`src/rtl/posit_scale_unit.sv`:
```
// posit_scale_unit: combined-scale stage of the posit multiply/divide datapath.
//   Forms scale = k*2^ES + e for both operands, adds (MUL) or subtracts (DIV)
//   them, clamps to +/-((N-2)<<ES) and resolves NaR/zero specials.
// Latency: accept on edge E0, out_valid rises after E2; one operation in flight,
//   so at least 4 cycles separate accepts.
// Backpressure: in_ready is high only while IDLE; the result is held stable in
//   OUT until out_valid & out_ready.
// Ports:
//   clk, rst (async, active-high)
//   in_valid/in_ready, op_div, k_a/k_b (signed regime), e_a/e_b (exponent),
//   sign_a/b, nar_a/b, zero_a/b                        -- operand side
//   out_valid/out_ready, scale_out (signed SW bits), sign_out, nar_out,
//   zero_out, ovf_out, unf_out                         -- result side
// Optional build macro POSIT_SCALE_STATS_EN adds sat_clr (in) and sat_count
//   (out, 16 bits): saturating count of handshaken results with ovf/unf set.

module posit_scale_unit #(
  parameter int N      = 32,
  parameter int ES     = 3,
  parameter int K_BITS = 6
) (
  input  logic                          clk,
  input  logic                          rst,
  input  logic                          in_valid,
  output logic                          in_ready,
  input  logic                          op_div,
  input  logic signed [K_BITS-1:0]      k_a,
  input  logic signed [K_BITS-1:0]      k_b,
  input  logic [ES-1:0]                 e_a,
  input  logic [ES-1:0]                 e_b,
  input  logic                          sign_a,
  input  logic                          sign_b,
  input  logic                          nar_a,
  input  logic                          nar_b,
  input  logic                          zero_a,
  input  logic                          zero_b,
  output logic                          out_valid,
  input  logic                          out_ready,
  output logic signed [ES+K_BITS:0]     scale_out,
  output logic                          sign_out,
  output logic                          nar_out,
  output logic                          zero_out,
  output logic                          ovf_out,
  output logic                          unf_out
`ifdef POSIT_SCALE_STATS_EN
  ,
  input  logic                          sat_clr,
  output logic [15:0]                   sat_count
`endif
);

  localparam int SW        = ES + K_BITS + 1;
  localparam int SCALE_MAX = (N - 2) << ES;

  // Bounds at raw-sum width (SW+1) for comparison, and at output width for the
  // saturated value itself.
  localparam logic signed [SW:0]   RAW_MAX = (SW+1)'(SCALE_MAX);
  localparam logic signed [SW:0]   RAW_MIN = -RAW_MAX;
  localparam logic signed [SW-1:0] SAT_HI  = SW'(SCALE_MAX);
  localparam logic signed [SW-1:0] SAT_LO  = -SAT_HI;

  typedef enum logic [1:0] {
    IDLE  = 2'd0,
    CALC  = 2'd1,
    CLASS = 2'd2,
    OUT   = 2'd3
  } state_t;

  state_t state;

  // Operand capture registers
  logic               op_div_q;
  logic [K_BITS-1:0]  k_a_q;
  logic [K_BITS-1:0]  k_b_q;
  logic [ES-1:0]      e_a_q;
  logic [ES-1:0]      e_b_q;
  logic               sign_a_q;
  logic               sign_b_q;
  logic               nar_a_q;
  logic               nar_b_q;
  logic               zero_a_q;
  logic               zero_b_q;

  // Unclamped combined scale, one bit wider than the output so it never wraps
  logic signed [SW:0] raw_q;

  // Next-state datapath values
  logic signed [SW:0]   scale_a;
  logic signed [SW:0]   scale_b;
  logic signed [SW:0]   raw_nxt;
  logic                 nar_nxt;
  logic                 zero_nxt;
  logic                 ovf_nxt;
  logic                 unf_nxt;
  logic signed [SW-1:0] scale_nxt;
  logic                 sign_nxt;

  always_comb begin
    // Sign-extend the regime, shift it into the upper scale bits, then drop the
    // exponent into the low ES bits (they are zero after the shift).
    scale_a = ({{(SW+1-K_BITS){k_a_q[K_BITS-1]}}, k_a_q} << ES)
            + {{(SW+1-ES){1'b0}}, e_a_q};
    scale_b = ({{(SW+1-K_BITS){k_b_q[K_BITS-1]}}, k_b_q} << ES)
            + {{(SW+1-ES){1'b0}}, e_b_q};
    raw_nxt = op_div_q ? (scale_a - scale_b) : (scale_a + scale_b);
  end

  always_comb begin
    nar_nxt   = nar_a_q | nar_b_q | (op_div_q & zero_b_q);
    zero_nxt  = 1'b0;
    ovf_nxt   = 1'b0;
    unf_nxt   = 1'b0;
    scale_nxt = '0;
    sign_nxt  = 1'b0;
    if (!nar_nxt) begin
      zero_nxt = op_div_q ? zero_a_q : (zero_a_q | zero_b_q);
      if (!zero_nxt) begin
        sign_nxt = sign_a_q ^ sign_b_q;
        // Out-of-range results saturate to maxpos/minpos scale; the exact
        // bounds themselves are representable and pass through unflagged.
        if (raw_q > RAW_MAX) begin
          scale_nxt = SAT_HI;
          ovf_nxt   = 1'b1;
        end else if (raw_q < RAW_MIN) begin
          scale_nxt = SAT_LO;
          unf_nxt   = 1'b1;
        end else begin
          scale_nxt = raw_q[SW-1:0];
        end
      end
    end
  end

  always_ff @(posedge clk or posedge rst) begin
    if (rst) begin
      state     <= IDLE;
      in_ready  <= 1'b1;
      out_valid <= 1'b0;
      scale_out <= '0;
      sign_out  <= 1'b0;
      nar_out   <= 1'b0;
      zero_out  <= 1'b0;
      ovf_out   <= 1'b0;
      unf_out   <= 1'b0;
      op_div_q  <= 1'b0;
      k_a_q     <= '0;
      k_b_q     <= '0;
      e_a_q     <= '0;
      e_b_q     <= '0;
      sign_a_q  <= 1'b0;
      sign_b_q  <= 1'b0;
      nar_a_q   <= 1'b0;
      nar_b_q   <= 1'b0;
      zero_a_q  <= 1'b0;
      zero_b_q  <= 1'b0;
      raw_q     <= '0;
    end else begin
      case (state)
        IDLE: begin
          if (in_valid) begin
            op_div_q <= op_div;
            k_a_q    <= k_a;
            k_b_q    <= k_b;
            e_a_q    <= e_a;
            e_b_q    <= e_b;
            sign_a_q <= sign_a;
            sign_b_q <= sign_b;
            nar_a_q  <= nar_a;
            nar_b_q  <= nar_b;
            zero_a_q <= zero_a;
            zero_b_q <= zero_b;
            in_ready <= 1'b0;
            state    <= CALC;
          end
        end
        CALC: begin
          raw_q <= raw_nxt;
          state <= CLASS;
        end
        CLASS: begin
          scale_out <= scale_nxt;
          sign_out  <= sign_nxt;
          nar_out   <= nar_nxt;
          zero_out  <= zero_nxt;
          ovf_out   <= ovf_nxt;
          unf_out   <= unf_nxt;
          out_valid <= 1'b1;
          state     <= OUT;
        end
        OUT: begin
          if (out_ready) begin
            out_valid <= 1'b0;
            in_ready  <= 1'b1;
            state     <= IDLE;
          end
        end
        default: begin
          state     <= IDLE;
          in_ready  <= 1'b1;
          out_valid <= 1'b0;
        end
      endcase
    end
  end

`ifdef POSIT_SCALE_STATS_EN
  logic sat_hit;
  assign sat_hit = out_valid & out_ready & (ovf_out | unf_out);

  always_ff @(posedge clk or posedge rst) begin
    if (rst) begin
      sat_count <= '0;
    end else if (sat_clr) begin
      sat_count <= '0;
    end else if (sat_hit && (sat_count != 16'hFFFF)) begin
      sat_count <= sat_count + 16'd1;
    end
  end
`endif

endmodule

```
`config.mk`:
```
export PLATFORM = sky130hd
export DESIGN_NAME = posit_scale_unit
export DESIGN_NICKNAME = d
export VERILOG_FILES = /design/src/rtl/posit_scale_unit.sv
export SDC_FILE = /design/constraint.sdc
export NUM_CORES = 1
export LEC_CHECK = 0
export CAP_MARGIN = 30
export CORE_ASPECT_RATIO = 0.5
export CORE_MARGIN = 2
export CORE_UTILIZATION = 55
export CTS_CLUSTER_DIAMETER = 60
export DETAILED_ROUTE_END_ITERATION = 12
export PLACE_DENSITY = 0.9
export SLEW_MARGIN = 20
export SYNTH_ARGS = -nofsm -noshare
export SYNTH_HDL_FRONTEND = slang
export SYNTH_SLANG_ARGS = --single-unit
```
`constraint.sdc`:
```
create_clock -name clk -period 4.3 [get_ports clk]
set_clock_uncertainty 0.2 [all_clocks]
set_input_delay 0.86 -clock clk [delete_from_list [all_inputs] [get_ports clk]]
set_output_delay 0.86 -clock clk [all_outputs]
set_load 0.1 [all_outputs]
```
After elaboration in Yosys (flattened, before gate mapping)
Index checks and enable logic that the tools add are counted.
Operators by class
  equality and inequality tests: 5
  order comparisons: 2
  reduce and logical (&&, ||, !) cells: 7
  bitwise operators: 5
  mux-type cells: 24
  add/sub/neg operators: 4
Operator list (number)
  two-way mux 10 bit: 4
  adder 9 x 4 -> 10 bit: 2
  two-way mux 1 bit: 14
  adder 10 x 10 -> 11 bit: 1
  > comparator 11 x 9 -> 1 bit (second input constant): 1
  less-than comparator 11 x 9 -> 1 bit (second input constant): 1
  two-way mux 11 bit: 1
  subtractor 10 x 10 -> 11 bit: 1
  case mux 2 bit (4 select lines): 1
  AND reduction 2 bit: 3
  equality test 2 bit (second input constant): 2
  two-way mux 2 bit: 2
  != test 2 bit (second input constant): 2
  case mux 1 bit (2 select lines): 2
  nonzero test 2 bit: 2
  bitwise OR 1 bit: 3
  AND reduction 3 bit: 1
  equality test 2 x 1 -> 1 bit (second input constant): 1
  zero test 2 bit: 1
  bitwise AND 1 bit: 1
  XOR 1 bit: 1
Storage, ports and cells
  input bits: 29
  register bits: 55
  output and inout bits: 17
  logic and storage cells: 68

Logic depth before layout (Yosys ltp)
  depth after elaboration: 5
  mapped depth: 11

Worst setup path after synthesis
No wires, ideal clock.
  kind: reg-to-reg
  start: register op_div_q
  end: register raw_q[9]
  required time: 4005 ps
  library setup time: 95 ps
  arrival time: 2221 ps
  stages on the path, launching flop included: 9
  setup slack: 1783 ps
  path buffers: 1
  cells stage by stage: dfrtp_1 -> clkbuf_1 -> mux2i_1 -> ha_1 -> nor2b_1 -> o31ai_1 -> a211oi_1 -> o21a_1 -> o31ai_1
On the way
  word-level cells in the longest chain between the ends: 1
Ends and longest elaborated chain
  start, declared: RTL line 72  | logic op_div_q;
  start signal, assigned: RTL line 161  | op_div_q <= op_div;
  two-way mux 11 bit: RTL line 105  | raw_nxt = op_div_q ? (scale_a - scale_b) : (scale_a + scale_b);
  end signal, assigned: RTL line 177  | raw_q <= raw_nxt;
  end, declared: RTL line 85  | logic signed [SW:0] raw_q;
Every way passes these cells.
A chain may end at the register's enable or synchronous reset.

Worst setup path in the final report
  start: register in_ready
  end: output port in_ready
RTL lines
  start, declared: RTL line 25  | output logic in_ready,
  start signal, assigned: RTL line 137  | in_ready <= 1'b1;
  start signal, assigned: RTL line 172  | in_ready <= 1'b0;
  start signal, assigned: RTL line 193  | in_ready <= 1'b1;
No word-level cell between the ends.

==> impl_results.md <==
* Min-delay worst type: register to register
* Largest net degree at the start of global routing at 39
* R2r setup slk at ~1.4 ns
* Async set-reset flop share out of synthesis at 100.0%
* Top delay family on crit path: buffers and inverters
* HPWL Detailed at around 4.3 mm
* Crit end category: primary output
* Max Fclk at between 0.3 and 0.4 GHz
* Mean Syn Cell Area at between 10 and 15 um2
* GRT Residual Overflow at 0
* Die Wd at 105.5 um
* Reg-to-Reg Start: e_b_q[0]
* Final worst path period share at a little under three quarters
* WL/cell at around 15 um
* Critical-path maximum fanout at 3
* Final ANT Viol Nets at 0
* Global Route met3 Usage at ~4.0%
* # fillers at roughly 350
* Hold Crit Start: scale_out[6]
* Synth Flop Type: dfrtp_1
* Slew at the pin closest to its max-slew limit at 1.013 ns
* # diodes at 0
* TritonCTS clock tree: built
* Library cells used by synthesis at 39
* Unrepaired setup endpoints after global routing: no
* Clk sinks at 55
* GRT Overall Usage at between 20% and 30%
* Initial core utilization at 57.41%
* Sequential-to-total area share from yosys stat at around half
* Synth warnings at 0
* Final Max Tran Viols at 0
* Worst-path clk slew at approximately 0.10 ns
* Remaining DRCs at 0
* Vias at around 2100
* Vias in the first global route at roughly 2100
* WHS Path Cells at 1
* R2r endpoint: raw_q[6]
* Hold path endpoint: scale_out[6]
* Critical Path RT at approximately 3.2 ns
* GR Util met2 at 39.57%
* Area of the multi-input gates at between 1000 and 1500 um2
* Skew-Pair Late Insertion Delay at between 0.3 and 0.4 ns
* Htree depth at 2
* Final Hold Vio Count at 0
* Detailed Routing Iterations Pass 1 at 4
* Postcts setup bufs at 0
* Number of port buffers at 45
* Initial antenna violation count at 0
* 1st-iter DRT viols at 65
* Reg2reg path depth at 11
* Register bit total from synthesis at 55
* Critical path arrival at 2.02 ns
* Slew HR at between 30% and 40%
* Area grow syn2layout at 22.67%
* Sequential cell area at ~1400 um2
* IO Pins at 46
* Root Buffer: clkbuf_8
* EDFF count, synth at 0
* Post-CTS sizing at 0
* Share of post-route cells with drive strength above 1 at between 10 and 15%
* Total CTS buffers at 5
* Crit-path slowest cell: clkdlybuf4s50_1
* Grt met1 use at between 20% and 30%
* Hold-fix buffer count after cts at 0
* Post-Synthesis Cell Area at 2831 um2
* Routability cong. at between 0.8 and 0.9
* CTS max path bufs at 2
* Post-Syn Instances at 258
* Core Box Area at 4932 um2
* Num rows at 18
* Final Routed Wirelength at around 5.7 mm
* Crit start category: register
* GRT Max-Usage Layer: met2
* Final setup fails at 0
* Clock period minus final worst setup slack at between 3 and 4 ns
* Net count, final at 352
* Die area at 5773 um2
* Crit path largest cell delay at approximately 1.1 ns
* Worst setup path category: register to primary output
* Max Cap Violations at 0
* Via density at 5.540
* Status: finished clean
* Worst path buffer plus inverter count at 1
* Setup TNS at 0 ns
* First-pass GRT wire length at 9.715 mm
* DIE HEIGHT at 54.74 um
* Post-synthesis net count at between 300 and 400
* Crit-path cells: clkdlybuf4s50_1
## registers in the layout, summed over array words and instances (netlist names), 2 cells and up
signal / flops
k_b_q: 6
e_a_q: 3
k_a_q: 6
raw_q: 11
e_b_q: 3
state: 2
scale_out: 10
## synth_stat cells (4+ instances only)
library cell | n | area, um2
a21oi_1 | 19 | 95.09
a22o_1 | 6 | 52.55
dfrtp_1 | 54 | 1351
ha_1 | 15 | 187.7
inv_1 | 16 | 60.06
mux2_2 | 28 | 315.3
nand2_1 | 19 | 71.32
nor2_1 | 16 | 60.06
nor2b_1 | 6 | 37.54
nor3_1 | 7 | 35.03
o21a_1 | 5 | 37.54
o21ai_0 | 11 | 55.05
o2bb2ai_1 | 6 | 52.55
o31ai_1 | 4 | 30.03
xnor2_1 | 13 | 113.9
## layer usage
layer / up-vias / share of wire (%)
li1: 1013 / -
met1: 1013 / 46
met2: 54 / 48
met3: 14 / 4.0
met4: 0 / 2.0
met5: - / 0
## worst max path at each step
stage,startpoint,end,slack [ns],cells after the start
5_1_grt,k_b_q[0],raw_q[10],1.15,10
3_3_place_gp,in_valid,k_a_q[4],1.55,3
6_report,in_ready,in_ready,1.22,1
4_1_cts,in_ready,in_ready,1.21,1
3_5_place_dp,in_valid,e_b_q[1],1.47,3
2_1_floorplan,op_div_q,raw_q[9],1.78,8
## cell families (layout without fill, tap and decap cells)
group / after synthesis / in the layout / synth area share [%]
muxes: 30 / 30 / 12.02
adders and majority gates: 16 / 16 / 7.335
xor gates and xnor gates: 15 / 15 / 4.640
buffers and inverters: 21 / 71 / 2.872
AOI/OAI and AO/OA: 62 / 62 / 14.80
DFF: 55 / 55 / 48.65
and+or+nand+nor: 59 / 59 / 9.678
## stage by stage
| stage | std cells | cell area [um2] | utilization (%) | setup WS (ns) | hold WS, ns |
|---|---|---|---|---|---|
| finish | 378 | 3473 | 70.42 | 1.217 | 0.2936 |
| global route | 378 | 3473 | 70.42 | 1.146 | 0.3143 |
| CTS | 377 | 3458 | 70.12 | 1.210 | 0.2986 |
| detailed placement | 369 | 3368 | 68.29 | 1.469 | 0.2754 |
| global placement | 368 | 3348 | 67.88 | 1.549 | 0.2619 |
| floorplan | 258 | 2831 | - | 1.783 | 0.2738 |
## cells in the final DEF, fill, tap and decap left out, types with 5 or more instances in the layout
cell	instances
clkdlybuf4s50_1	45
nor2b_1	6
clkbuf_8	5
ha_1	15
a21oi_1	19
nand2_1	19
o2bb2ai_1	6
dfrtp_1	54
o21ai_0	11
o21a_1	5
mux2_2	28
nor3_1	7
inv_1	15
xnor2_1	13
a22o_1	6
nor2_1	16
## area by class of cell
cell class                 count  share of cell area, %
sequential                    55                  39.66
multi-input combinational    182                  39.52
timing repair buffer          47                  13.98
tap                           70                  2.522
clock buffer                   6                  2.089
inverter                      16                  1.729
clock inverter                 2                 0.5043
Power is left out: the tool's default activity adds up to more than one toggle a clock period on the data nets, which glitch-free logic cannot reach.
